$ cat src/rtl/alu_mc.sv
// alu_mc: multi-cycle RV32I-style ALU with registered result and flags.
//
// Each operation is accepted with a valid/ready handshake. The result
// and flags are presented with another valid/ready handshake. Most
// ops complete in one cycle. Shifts move one bit per cycle. MUL uses
// N shift-add iterations.
//
// Ports:
//   clk          rising-edge clock
//   rst_n        synchronous active-low reset
//   in_valid     operands/opcode valid
//   in_ready     high while idle; an op is accepted on in_valid && in_ready
//   reg_source1  operand A
//   reg_source2  operand B (shift amount = low SW bits)
//   alucontrol   opcode (0..C legal, D..F illegal)
//   carry_in     carry / no-borrow input for ADDC and SUBB
//   out_valid    result valid (held until out_ready)
//   out_ready    consumer accepts the result
//   reg_destiny  result
//   zero         result == 0
//   negative     result MSB
//   carry_out    add carry / subtract no-borrow
//   overflow     signed overflow for add/sub ops
//   illegal      unsupported opcode
//
// FSM states:
//   state | meaning
//   IDLE  | waiting for an operation; in_ready high
//   SHIFT | iterative shift, one bit per cycle
//   MUL   | iterative shift-add multiply
//   DONE  | result valid; waiting for out_ready

module alu_mc #(
    parameter int N = 32,
    localparam int SW = $clog2(N)
) (
    input  logic         clk,
    input  logic         rst_n,
    input  logic         in_valid,
    output logic         in_ready,
    input  logic [N-1:0] reg_source1,
    input  logic [N-1:0] reg_source2,
    input  logic [3:0]   alucontrol,
    input  logic         carry_in,
    output logic         out_valid,
    input  logic         out_ready,
    output logic [N-1:0] reg_destiny,
    output logic         zero,
    output logic         negative,
    output logic         carry_out,
    output logic         overflow,
    output logic         illegal
);

    localparam logic [1:0] S_IDLE  = 2'd0;
    localparam logic [1:0] S_SHIFT = 2'd1;
    localparam logic [1:0] S_MUL   = 2'd2;
    localparam logic [1:0] S_DONE  = 2'd3;

    localparam logic [3:0] OP_ADD  = 4'h0;
    localparam logic [3:0] OP_SUB  = 4'h1;
    localparam logic [3:0] OP_AND  = 4'h2;
    localparam logic [3:0] OP_OR   = 4'h3;
    localparam logic [3:0] OP_XOR  = 4'h4;
    localparam logic [3:0] OP_SLT  = 4'h5;
    localparam logic [3:0] OP_SLTU = 4'h6;
    localparam logic [3:0] OP_SLL  = 4'h7;
    localparam logic [3:0] OP_SRL  = 4'h8;
    localparam logic [3:0] OP_SRA  = 4'h9;
    localparam logic [3:0] OP_ADDC = 4'hA;
    localparam logic [3:0] OP_SUBB = 4'hB;
    localparam logic [3:0] OP_MUL  = 4'hC;

    logic [1:0]    state;
    logic [1:0]    state_nxt;
    logic [3:0]    op_q;
    logic [N-1:0]  work;      // shift value or multiply accumulator
    logic [N-1:0]  mcand;     // multiplicand, shifted left each iteration
    logic [N-1:0]  mplier;    // multiplier, shifted right each iteration
    logic [SW-1:0] cnt;

    logic [SW-1:0] shamt;
    logic          accept;
    logic          is_shift;

    logic [N-1:0]  b_eff;
    logic          cin_eff;
    logic [N:0]    sum;
    logic          sum_ovf;

    // Result and flags to register when the FSM enters DONE this cycle.
    logic          fin;
    logic [N-1:0]  fin_r;
    logic          fin_c;
    logic          fin_o;
    logic          fin_i;
    logic [N-1:0]  step;

    function automatic logic [N-1:0] shift1(input logic [N-1:0] v,
                                            input logic [3:0] op);
        logic [N-1:0] r;
        case (op)
            OP_SLL:  r = {v[N-2:0], 1'b0};
            OP_SRA:  r = {v[N-1], v[N-1:1]};
            default: r = {1'b0, v[N-1:1]};
        endcase
        return r;
    endfunction

    assign in_ready = (state == S_IDLE);
    assign accept   = in_valid && in_ready;
    assign shamt    = reg_source2[SW-1:0];
    assign is_shift = (alucontrol == OP_SLL) || (alucontrol == OP_SRL) ||
                      (alucontrol == OP_SRA);

    // Shared N+1 bit adder. Subtraction is A + ~B + cin. The overflow test
    // "same sign into the adder, different sign out" then covers both
    // add and subtract forms.
    always_comb begin
        b_eff   = reg_source2;
        cin_eff = 1'b0;
        case (alucontrol)
            OP_SUB:  begin b_eff = ~reg_source2; cin_eff = 1'b1;     end
            OP_SUBB: begin b_eff = ~reg_source2; cin_eff = carry_in; end
            OP_ADDC: cin_eff = carry_in;
            default: ;
        endcase
        sum     = {1'b0, reg_source1} + {1'b0, b_eff} + {{N{1'b0}}, cin_eff};
        sum_ovf = (reg_source1[N-1] == b_eff[N-1]) &&
                  (sum[N-1] != reg_source1[N-1]);
    end

    always_comb begin
        state_nxt = state;
        fin       = 1'b0;
        fin_r     = '0;
        fin_c     = 1'b0;
        fin_o     = 1'b0;
        fin_i     = 1'b0;
        step      = '0;
        case (state)
            S_IDLE: begin
                if (in_valid) begin
                    if (is_shift) begin
                        // The accept edge already applies the first bit,
                        // so a shift by shamt takes shamt cycles in total.
                        if (shamt == '0) begin
                            fin   = 1'b1;
                            fin_r = reg_source1;
                        end else if (shamt == SW'(1)) begin
                            fin   = 1'b1;
                            fin_r = shift1(reg_source1, alucontrol);
                        end else begin
                            state_nxt = S_SHIFT;
                        end
                    end else if (alucontrol == OP_MUL) begin
                        state_nxt = S_MUL;
                    end else begin
                        fin = 1'b1;
                        case (alucontrol)
                            OP_ADD, OP_SUB, OP_ADDC, OP_SUBB: begin
                                fin_r = sum[N-1:0];
                                fin_c = sum[N];
                                fin_o = sum_ovf;
                            end
                            OP_AND:  fin_r = reg_source1 & reg_source2;
                            OP_OR:   fin_r = reg_source1 | reg_source2;
                            OP_XOR:  fin_r = reg_source1 ^ reg_source2;
                            OP_SLT:  fin_r = {{(N-1){1'b0}},
                                              $signed(reg_source1) < $signed(reg_source2)};
                            OP_SLTU: fin_r = {{(N-1){1'b0}}, reg_source1 < reg_source2};
                            default: fin_i = 1'b1;
                        endcase
                    end
                end
            end
            S_SHIFT: begin
                step = shift1(work, op_q);
                if (cnt == SW'(1)) begin
                    fin   = 1'b1;
                    fin_r = step;
                end
            end
            S_MUL: begin
                step = work + (mplier[0] ? mcand : '0);
                if (cnt == SW'(1)) begin
                    fin   = 1'b1;
                    fin_r = step;
                end
            end
            default: begin
                if (out_ready) state_nxt = S_IDLE;
            end
        endcase
        if (fin) state_nxt = S_DONE;
    end

    always_ff @(posedge clk) begin
        if (!rst_n) begin
            state       <= S_IDLE;
            op_q        <= '0;
            work        <= '0;
            mcand       <= '0;
            mplier      <= '0;
            cnt         <= '0;
            out_valid   <= 1'b0;
            reg_destiny <= '0;
            zero        <= 1'b0;
            negative    <= 1'b0;
            carry_out   <= 1'b0;
            overflow    <= 1'b0;
            illegal     <= 1'b0;
        end else begin
            state <= state_nxt;

            if (accept) begin
                op_q <= alucontrol;
                if (is_shift) begin
                    work <= shift1(reg_source1, alucontrol);
                    cnt  <= shamt - SW'(1);
                end else if (alucontrol == OP_MUL) begin
                    // First shift-add iteration happens on the accept edge.
                    work   <= reg_source2[0] ? reg_source1 : '0;
                    mcand  <= {reg_source1[N-2:0], 1'b0};
                    mplier <= {1'b0, reg_source2[N-1:1]};
                    cnt    <= SW'(N - 1);
                end
            end else if (state == S_SHIFT || state == S_MUL) begin
                work   <= step;
                mcand  <= {mcand[N-2:0], 1'b0};
                mplier <= {1'b0, mplier[N-1:1]};
                cnt    <= cnt - SW'(1);
            end

            if (fin) begin
                out_valid   <= 1'b1;
                reg_destiny <= fin_r;
                zero        <= (fin_r == '0);
                negative    <= fin_r[N-1];
                carry_out   <= fin_c;
                overflow    <= fin_o;
                illegal     <= fin_i;
            end else if (state == S_DONE && out_ready) begin
                out_valid <= 1'b0;
            end
        end
    end

endmodule

$ cat config.mk
export PLATFORM = sky130hd
export DESIGN_NAME = alu_mc
export DESIGN_NICKNAME = d
export VERILOG_FILES = /design/src/rtl/alu_mc.sv
export SDC_FILE = /design/constraint.sdc
export NUM_CORES = 1
export LEC_CHECK = 0
export ABC_AREA = 1
export BUFFER_PORTS_ARGS = -buffer_cell sky130_fd_sc_hd__buf_2
export CAP_MARGIN = 20
export CORE_ASPECT_RATIO = 0.7
export CORE_MARGIN = 4
export CORE_UTILIZATION = 40
export DETAILED_ROUTE_END_ITERATION = 6
export GPL_TIMING_DRIVEN = 0
export SETUP_SLACK_MARGIN = 0.05
export SYNTH_ARGS = -nofsm -noshare
export SYNTH_HDL_FRONTEND = slang
export SYNTH_SLANG_ARGS = --single-unit
$ cat constraint.sdc
create_clock -name clk -period 5.3 [get_ports clk]
set_input_delay 0.53 -clock clk [delete_from_list [all_inputs] [get_ports clk]]
set_output_delay 0.53 -clock clk [all_outputs]
set_load 0.01 [all_outputs]
==> qor.txt, run 1 <==
======================================================================================
Required time at the endpoint of the critical path                             5.69 ns
Hold depth                                                                           3
Max-slew headroom                                                                24.3%
Share of synthesized cell area in and, or, nand and nor gates                    31.4%
Mapped Area                                                                  15600 um2
RSZ-0062 raised after global routing                                             false
Origin of the worst min-delay path                                        reg_source2[1]
Final global-route overflow total                                                    0
Final non-filler cell area                                                   17500 um2
Starting utilization of the core area                                            40.6%
Mean post-synth cell area                                                     5.99 um2
Critical R2R Capture                                                              zero
Pwr Total                                                                      7440 uW
Count of yosys warnings during synthesis                                             0
CTS H-Tree Depth                                                                     4
Area fraction in compound gates after synthesis                                  23.4%
First element of the critical path                                        alucontrol[2]
Remaining antenna violation count                                                    0
Arr. time, crit path                                                           5.31 ns
Largest cells by area after synthesis                                     sky130_fd_sc_hd__dfxtp_1 18%, sky130_fd_sc_hd__nand2_1 17%, sky130_fd_sc_hd__ha_1 13%
Max Clock Freq                                                               0.203 GHz
Standard-cell row count                                                             60
Longest Clk Path Bufs                                                                2
Gate count of the mapped netlist                                                  2613
Outcome                                                                   finished clean
Port Buffer Count                                                                  111
Layout Area Growth over Synthesis                                                11.9%
Category of the critical setup timing path                                   in -> reg
Final-layout worst hold slack                                                 0.363 ns
Cell type with the highest occurrence count on the critical path          sky130_fd_sc_hd__nand2_1
Hold crit path type                                                          in -> reg
Period minus WS final                                                          4.92 ns
Post-cts hold buffer count                                                           0
Final setup violation count                                                          0
Final layout net count                                                            2987
Share of synthesized area spent on multiplexers                                     0%
Vias per std cell                                                                 5.82
Number of standard cells in the layout, taps in and fillers out                   3287
Max cap viols                                                                        0
Xor/xnor share of the synthesized area                                           2.13%
Clock latency at the later pin of the worst-skew pair                          0.47 ns
Detailed-route via count                                                         19100
Dominant combinational cell family by area after synthesis                simple AND/OR/NAND/NOR gates
DRC violations left                                                                  0
Worst Hold End                                                               mplier[0]
Number of distinct standard cells referenced by the synthesized netlist             49
Total die area                                                               42400 um2
Fraction of synthesized cell area taken by the top area cell type                18.2%
Maximum vdd ir drop                                                           0.311 mV
Kind of launch point of the worst setup path                                input port
Overall die height                                                              173 um
Number of cells on the worst reg-to-reg path                                        20
Library cell used as clock root buffer                                    sky130_fd_sc_hd__clkbuf_16
First DRT Iteration DRCs                                                          2465
Source of the worst register-to-register timing path                         mplier[0]
Number of synthesized flops with an enable pin                                       0
Count of placed standard cells including taps                                     3251
Reported leakage power                                                      0.00888 uW
Fraction of final layout cells with drive strength greater than 1                7.76%
Num CTS Buffers                                                                     17
Slew at the pin closest to its max-slew limit                                  1.14 ns
Number of endpoints with negative hold slack in the final report                     0
Core Footprint                                                               38500 um2
Share of the cycle needed by the critical path after routing                     92.9%
Pin count of the biggest net entering global routing                                19
Die boundary width                                                              244 um
Library cell occupying the most area in the post-synthesis netlist        sky130_fd_sc_hd__dfxtp_1
Cell area after placement                                                    16900 um2
Total Routing Usage GR                                                           34.1%
Proportion of synthesized chip area in sequential cells                          18.2%
Final worst clock skew                                                       0.0159 ns
DPL Wire Length                                                               62200 um
Number of sinks driven by the clock tree                                           142
Worst R2R Setup Slack                                                          0.75 ns
Routability congestion estimate                                                   1.01
Clock transition at the registers of the reported paths                        0.08 ns
Max-slew violation count                                                             0
Total nets after synthesis                                                        2854
Flip-flop and latch count after synthesis                                          142
Routed wire length                                                            75000 um
Clock tree from TritonCTS                                                          yes
Routed length per instance                                                     22.8 um
Share of flip-flops with an asynchronous set or reset after synthesis               0%
Number of antenna violations at the first check in global routing                    3
Wire length of the first global-routing pass                                 109000 um
Primary flip-flop cell chosen by synthesis mapping                        sky130_fd_sc_hd__dfxtp_1
Vias in the first global route                                                   17200
Slowest cell delay on critical path                                            0.51 ns
CP max FO                                                                           10
PwrDens                                                                     425 nW/um2
Type of destination of the critical path                                     flip-flop
Synth Area in Adders                                                             13.6%
Number of placed I/O pins                                                          112
DR pass1 iterations                                                                  6
Critical-path cell with the highest stage delay                           sky130_fd_sc_hd__fa_1
======================================================================================
report_power, final:
part | internal [uW] | leakage, uW | total (uW) | switching, uW
combinational | 1210 | 0.00741 | 4310 | 3100
clock | 644 | 0.000298 | 1300 | 653
sequential | 1480 | 0.00117 | 1830 | 342
total | 3340 | 0.00888 | 7440 | 4100
stage by stage:
| step | util [%] | setup TNS (ns) | setup slack, ns |
|---|---|---|---|
| after global routing | 45.5 | 0 | 0.220 |
| after detailed placement | 43.8 | -1.27 | -0.520 |
| final | 45.5 | 0 | 0.376 |
| after global placement | 43.8 | -1.08 | -0.525 |
| after floorplan | - | 0 | 1.49 |
| after CTS | 45.4 | 0 | 0.197 |
kinds of logic after synthesis:
| family | after synthesis |
|---|---|
| AOI/OAI and AO/OA | 627 |
| xor gates and xnor gates | 38 |
| adders and majority gates | 168 |
| buffers and inverters | 450 |
| DFF | 142 |
| and+or+nand+nor | 1188 |
critical path, delay by kind of cell:
family                   cells  cell delay [ns]
buffers and inverters        5             0.97
XOR/XNOR                     1             0.13
AO/OA/AOI/OAI                1             0.11
adder cells (fa/ha/maj)      2             0.97
AND/OR/NAND/NOR             20             2.59
worst max path at each step:
| stage | endpoint | slack [ns] | cells past startpoint |
|---|---|---|---|
| 4_1_cts | zero | 0.20 | 29 |
| 6_report | zero | 0.38 | 29 |
| 3_5_place_dp | zero | -0.52 | 29 |
| 2_1_floorplan | zero | 1.49 | 28 |
| 3_3_place_gp | zero | -0.53 | 29 |
| 5_1_grt | zero | 0.22 | 29 |
routing by layer:
metal / part of all wire [%] / wire [um] / vias to the layer above / GRT usage, %
met5: 0.031 / 23 / - / 0
li1: - / - / 8986 / -
met2: 37 / 28000 / 1033 / 44.5
met4: 1.8 / 1350 / 4 / 6.88
met3: 13 / 10100 / 91 / 13.2
met1: 47 / 35500 / 9007 / 51.9
flip-flops by register name, summed over array words and instances (netlist names):
register,cells
reg_destiny,32
work,32
mcand,31
mplier,31
cnt,5
op_q,4
state,2
carry_out,1
illegal,1
out_valid,1
overflow,1
zero,1
synth_stat cells, drive strengths merged, types with 2 or more instances:
library cell / n
and2: 2
a21o: 8
inv: 333
nand2: 705
buf: 46
dfxtp: 142
o21a: 3
o31ai: 2
nor2: 239
o21ai: 241
xnor2: 4
nand4: 36
or2: 3
o21bai: 8
nor4: 2
fa: 3
xor2: 34
a21oi: 189
a211oi: 8
ha: 165
clkbuf: 70
nand3b: 17
o211ai: 24
o22ai: 13
a221oi: 57
nor3: 23
nand3: 161
a31oi: 65
o221ai: 3
placed cells by master (no fill, tap or decap), types with 4 or more instances in the layout:
| master | n |
|---|---|
| sky130_fd_sc_hd__nand2_1 | 698 |
| sky130_fd_sc_hd__inv_1 | 324 |
| sky130_fd_sc_hd__nor2_1 | 234 |
| sky130_fd_sc_hd__o21ai_0 | 227 |
| sky130_fd_sc_hd__a21oi_1 | 183 |
| sky130_fd_sc_hd__ha_1 | 165 |
| sky130_fd_sc_hd__nand3_1 | 161 |
| sky130_fd_sc_hd__dfxtp_1 | 142 |
| sky130_fd_sc_hd__buf_2 | 134 |
| sky130_fd_sc_hd__clkbuf_1 | 70 |
| sky130_fd_sc_hd__a31oi_1 | 65 |
| sky130_fd_sc_hd__a221oi_1 | 55 |
| sky130_fd_sc_hd__nand4_1 | 36 |
| sky130_fd_sc_hd__xor2_1 | 34 |
| sky130_fd_sc_hd__o211ai_1 | 24 |
| sky130_fd_sc_hd__nor3_1 | 22 |
| sky130_fd_sc_hd__nand3b_1 | 17 |
| sky130_fd_sc_hd__clkbuf_16 | 17 |
| sky130_fd_sc_hd__o22ai_1 | 13 |
| sky130_fd_sc_hd__o21ai_1 | 13 |
| sky130_fd_sc_hd__buf_1 | 12 |
| sky130_fd_sc_hd__inv_2 | 9 |
| sky130_fd_sc_hd__a21o_1 | 8 |
| sky130_fd_sc_hd__o21bai_1 | 8 |
| sky130_fd_sc_hd__a211oi_1 | 8 |
| sky130_fd_sc_hd__buf_6 | 7 |
| sky130_fd_sc_hd__a21oi_2 | 6 |
| sky130_fd_sc_hd__nand2_2 | 5 |
| sky130_fd_sc_hd__buf_4 | 5 |
| sky130_fd_sc_hd__clkinv_8 | 5 |
| sky130_fd_sc_hd__xnor2_1 | 4 |
| sky130_fd_sc_hd__inv_6 | 4 |
| sky130_fd_sc_hd__inv_8 | 4 |
repair_timing:
item                       CTS  global route
setup buffers                0             2
setup endpoints to repair    1             1
pin swaps                    0             1
gates resized for setup      1             2
final cells by class:
class | instances | area [um2]
repair buffers | 114 | 586
clock inverters | 15 | 186
flip-flops and latches | 142 | 2840
fillers | 4249 | 21000
multi-input cells | 2021 | 11000
diodes | 1 | 2.50
plain buffers | 116 | 532
well taps | 527 | 659
inverters | 334 | 1250
clock buffers | 17 | 425
Power figures use the tool's default switching activity.
==> run 2, diff against run 1 <==
--- a/config.mk
+++ b/config.mk
@@ -13,6 +13,7 @@
 export CORE_UTILIZATION = 40
 export DETAILED_ROUTE_END_ITERATION = 6
 export GPL_TIMING_DRIVEN = 0
+export RECOVER_POWER = 50
 export SETUP_SLACK_MARGIN = 0.05
 export SYNTH_ARGS = -nofsm -noshare
 export SYNTH_HDL_FRONTEND = slang
==> run 2 against run 1 <==
Sequential power is essentially flat. Clock power hardly changed. Register-to-register slack got worse by 0.47 ns. Non-clock buffer count unchanged. Die area unchanged. Clock skew down 0.0038 ns. Largest cell class unchanged. The flow now finishes with violations (capacitance limit, slew limit). Core utilization is 0.18 points lower. First-iteration DRC count increased by 2.9%. Worst setup slack worse by 0.10 ns.
==> qor.txt, run 2 (synthesis results as in run 1) <==
================================================================================
Layout Area Growth over Synthesis                                          11.5%
Failing checks                                                      capacitance limit, slew limit
Max Clock Freq                                                         0.199 GHz   -2.0%
Detailed-route via count                                                   19100   -0.22%
Die boundary width                                                        244 um   unchanged
Routability congestion estimate                                             1.01   unchanged
Setup Total Neg Slack                                                       0 ns   unchanged
Library cell used as clock root buffer                              sky130_fd_sc_hd__clkbuf_16
Final global-route overflow total                                              0   unchanged
Fraction of final layout cells with drive strength greater than 1          6.09%   -1.7 points
Kind of launch point of the worst setup path                           flip-flop
Filler instances                                                            4272   +0.54%
Number of antenna violations at the first check in global routing              3   unchanged
Maximum vdd ir drop                                                     0.312 mV   about the same
Number of endpoints with negative hold slack in the final report               0   unchanged
Port Buffer Count                                                            111   unchanged
Core Footprint                                                         38500 um2   unchanged
Routed length per instance                                               22.8 um   about the same
Worst R2R Setup Slack                                                    0.28 ns   -0.47 ns
Standard-cell row count                                                       60   unchanged
Vias in the first global route                                             17200   unchanged
Clock transition at the registers of the reported paths                  0.07 ns   about the same
Most common library cell in the layout ignoring fill and taps       sky130_fd_sc_hd__nand2_1
Final worst clock skew                                                 0.0121 ns   -0.00376 ns
Arr. time, crit path                                                     5.35 ns   +0.04 ns
Ordered list of cells on the worst path                             inv_1 > ha_1 > nand2_1 > nor2_1 > a21oi_1 > inv_1 > nand2_1 > inv_2 > clkbuf_1 > o21ai_0 > a21oi_1
Reported leakage power                                                0.00872 uW   -1.8%
Period minus WS final                                                    5.02 ns   +0.100 ns
Number of placed I/O pins                                                    112   unchanged
Worst path bufs/invs                                                           4   -1
Slew at the pin closest to its max-slew limit                            1.79 ns   +0.655 ns
Required time at the endpoint of the critical path                       5.62 ns   -0.07 ns
DPL Wire Length                                                         62200 um   unchanged
Longest Clk Path Bufs                                                          2   unchanged
Max-slew violation count                                                      11   +11
Type of destination of the critical path                               flip-flop
Category of the critical setup timing path                            reg -> reg
Total die area                                                         42400 um2   unchanged
Post-cts hold buffer count                                                     0   unchanged
Final setup violation count                                                    0   unchanged
Final layout net count                                                      2987   unchanged
RSZ-0062 raised after global routing                                       false
CTS H-Tree Depth                                                               4   unchanged
Vias per std cell                                                           5.80   -0.22%
Number of sinks driven by the clock tree                                     142   unchanged
CP max FO                                                                     10   unchanged
Largest registers                                                   reg_destiny: 32 flops, work: 32 flops
Num CTS Buffers                                                               17   unchanged
Wire length of the first global-routing pass                           109000 um   unchanged
DRC violations left                                                            0   unchanged
Pin count of the biggest net entering global routing                          19   unchanged
Remaining antenna violation count                                              0   unchanged
Starting utilization of the core area                                      40.6%   unchanged
Critical-path cell with the highest stage delay                     sky130_fd_sc_hd__a21oi_1
Hold crit path type                                                    in -> reg
Outcome                                                             finished, violations left
Max-slew headroom                                                         -19.4%   -44 points
Top library cells by usage in the layout, fill and taps aside       699 x sky130_fd_sc_hd__nand2_1, 326 x sky130_fd_sc_hd__inv_1, 235 x sky130_fd_sc_hd__nor2_1
Total Routing Usage GR                                                     34.1%   unchanged
First DRT Iteration DRCs                                                    2536   +2.9%
Routed wire length                                                      74900 um   about the same
Max cap viols                                                                  1   +1
Final-layout worst hold slack                                           0.362 ns   -0.000941 ns
Overall die height                                                        173 um   unchanged
Clock latency at the later pin of the worst-skew pair                    0.47 ns   about the same
DR pass1 iterations                                                            6   unchanged
Clock tree from TritonCTS                                                    yes
Slowest cell delay on critical path                                      1.39 ns   +0.88 ns
Family with the most delay on the worst path                        compound AO/OA/AOI/OAI gates
PwrDens                                                               424 nW/um2   -0.18%
Share of the cycle needed by the critical path after routing               94.8%   +1.9 points
================================================================================
-- run 2: worst min-delay path: cells and delay by family --
family | cells | cell delay, ns
AOI/OAI and AO/OA | 1 | 0.07
and+or+nand+nor | 1 | 0.06
buffers and inverters | 1 | 0.12
-- run 2: final cells by class --
| class | count | area [um2] | area share, % |
|---|---|---|---|
| Clock buffer | 17 | 425 | 2.44 |
| Clock inverter | 15 | 186 | 1.07 |
| Sequential cell | 142 | 2840 | 16.3 |
| Buffer | 116 | 529 | 3.03 |
| Inverter | 334 | 1250 | 7.19 |
| Antenna cell | 1 | 2.50 | 0.0143 |
| Tap cell | 527 | 659 | 3.78 |
| Multi-Input combinational cell | 2021 | 11000 | 63.2 |
| Timing Repair Buffer | 114 | 527 | 3.02 |
-- run 2: timing repair --
action / 4_1_cts / 5_1_grt
pin swaps: 0 / 1
resized for setup: 1 / 2
endpoints found under the setup margin: 1 / 1
setup buffers: 0 / 2
-- run 2: worst paths after layout --
path | from | endpoint | depth (start not counted)
setup reg to reg | state[0] | cnt[1] | 11
setup / recovery | state[0] | cnt[1] | 11
hold / removal | reg_source2[1] | mplier[0] | 3
hold reg to reg | mplier[3] | mplier[2] | 2
-- run 2: routing by layer --
layer	track usage, %	wire [um]	share of wire [%]	vias to the layer above
met5	0	23	0.031	-
met4	6.88	1390	1.9	4
met3	13.2	10500	14	106
met2	44.5	27900	37	1025
met1	51.9	35100	47	8947
li1	-	-	-	8996
-- run 2: report_power, final --
group	leakage, uW	total (uW)	switching (uW)	internal, uW
sequential	0.00117	1830	345	1480
clock	0.000298	1300	651	644
combinational	0.00725	4270	3090	1180
total	0.00872	7390	4090	3300
-- run 2: through the flow --
stage | util (%) | area (um2) | std cells | setup slack, ns | total power (uW)
final | 45.3 | 17400 | 3287 | 0.276 | 7390
after global routing | 45.3 | 17400 | 3287 | 0.180 | 7860
after CTS | 45.4 | 17500 | 3283 | 0.197 | 7260
after detailed placement | 43.8 | 16900 | 3251 | -0.520 | 5950
after global placement | 43.8 | 16900 | 3251 | -0.525 | 5910
after floorplan | - | 15600 | 2613 | 1.49 | 4350
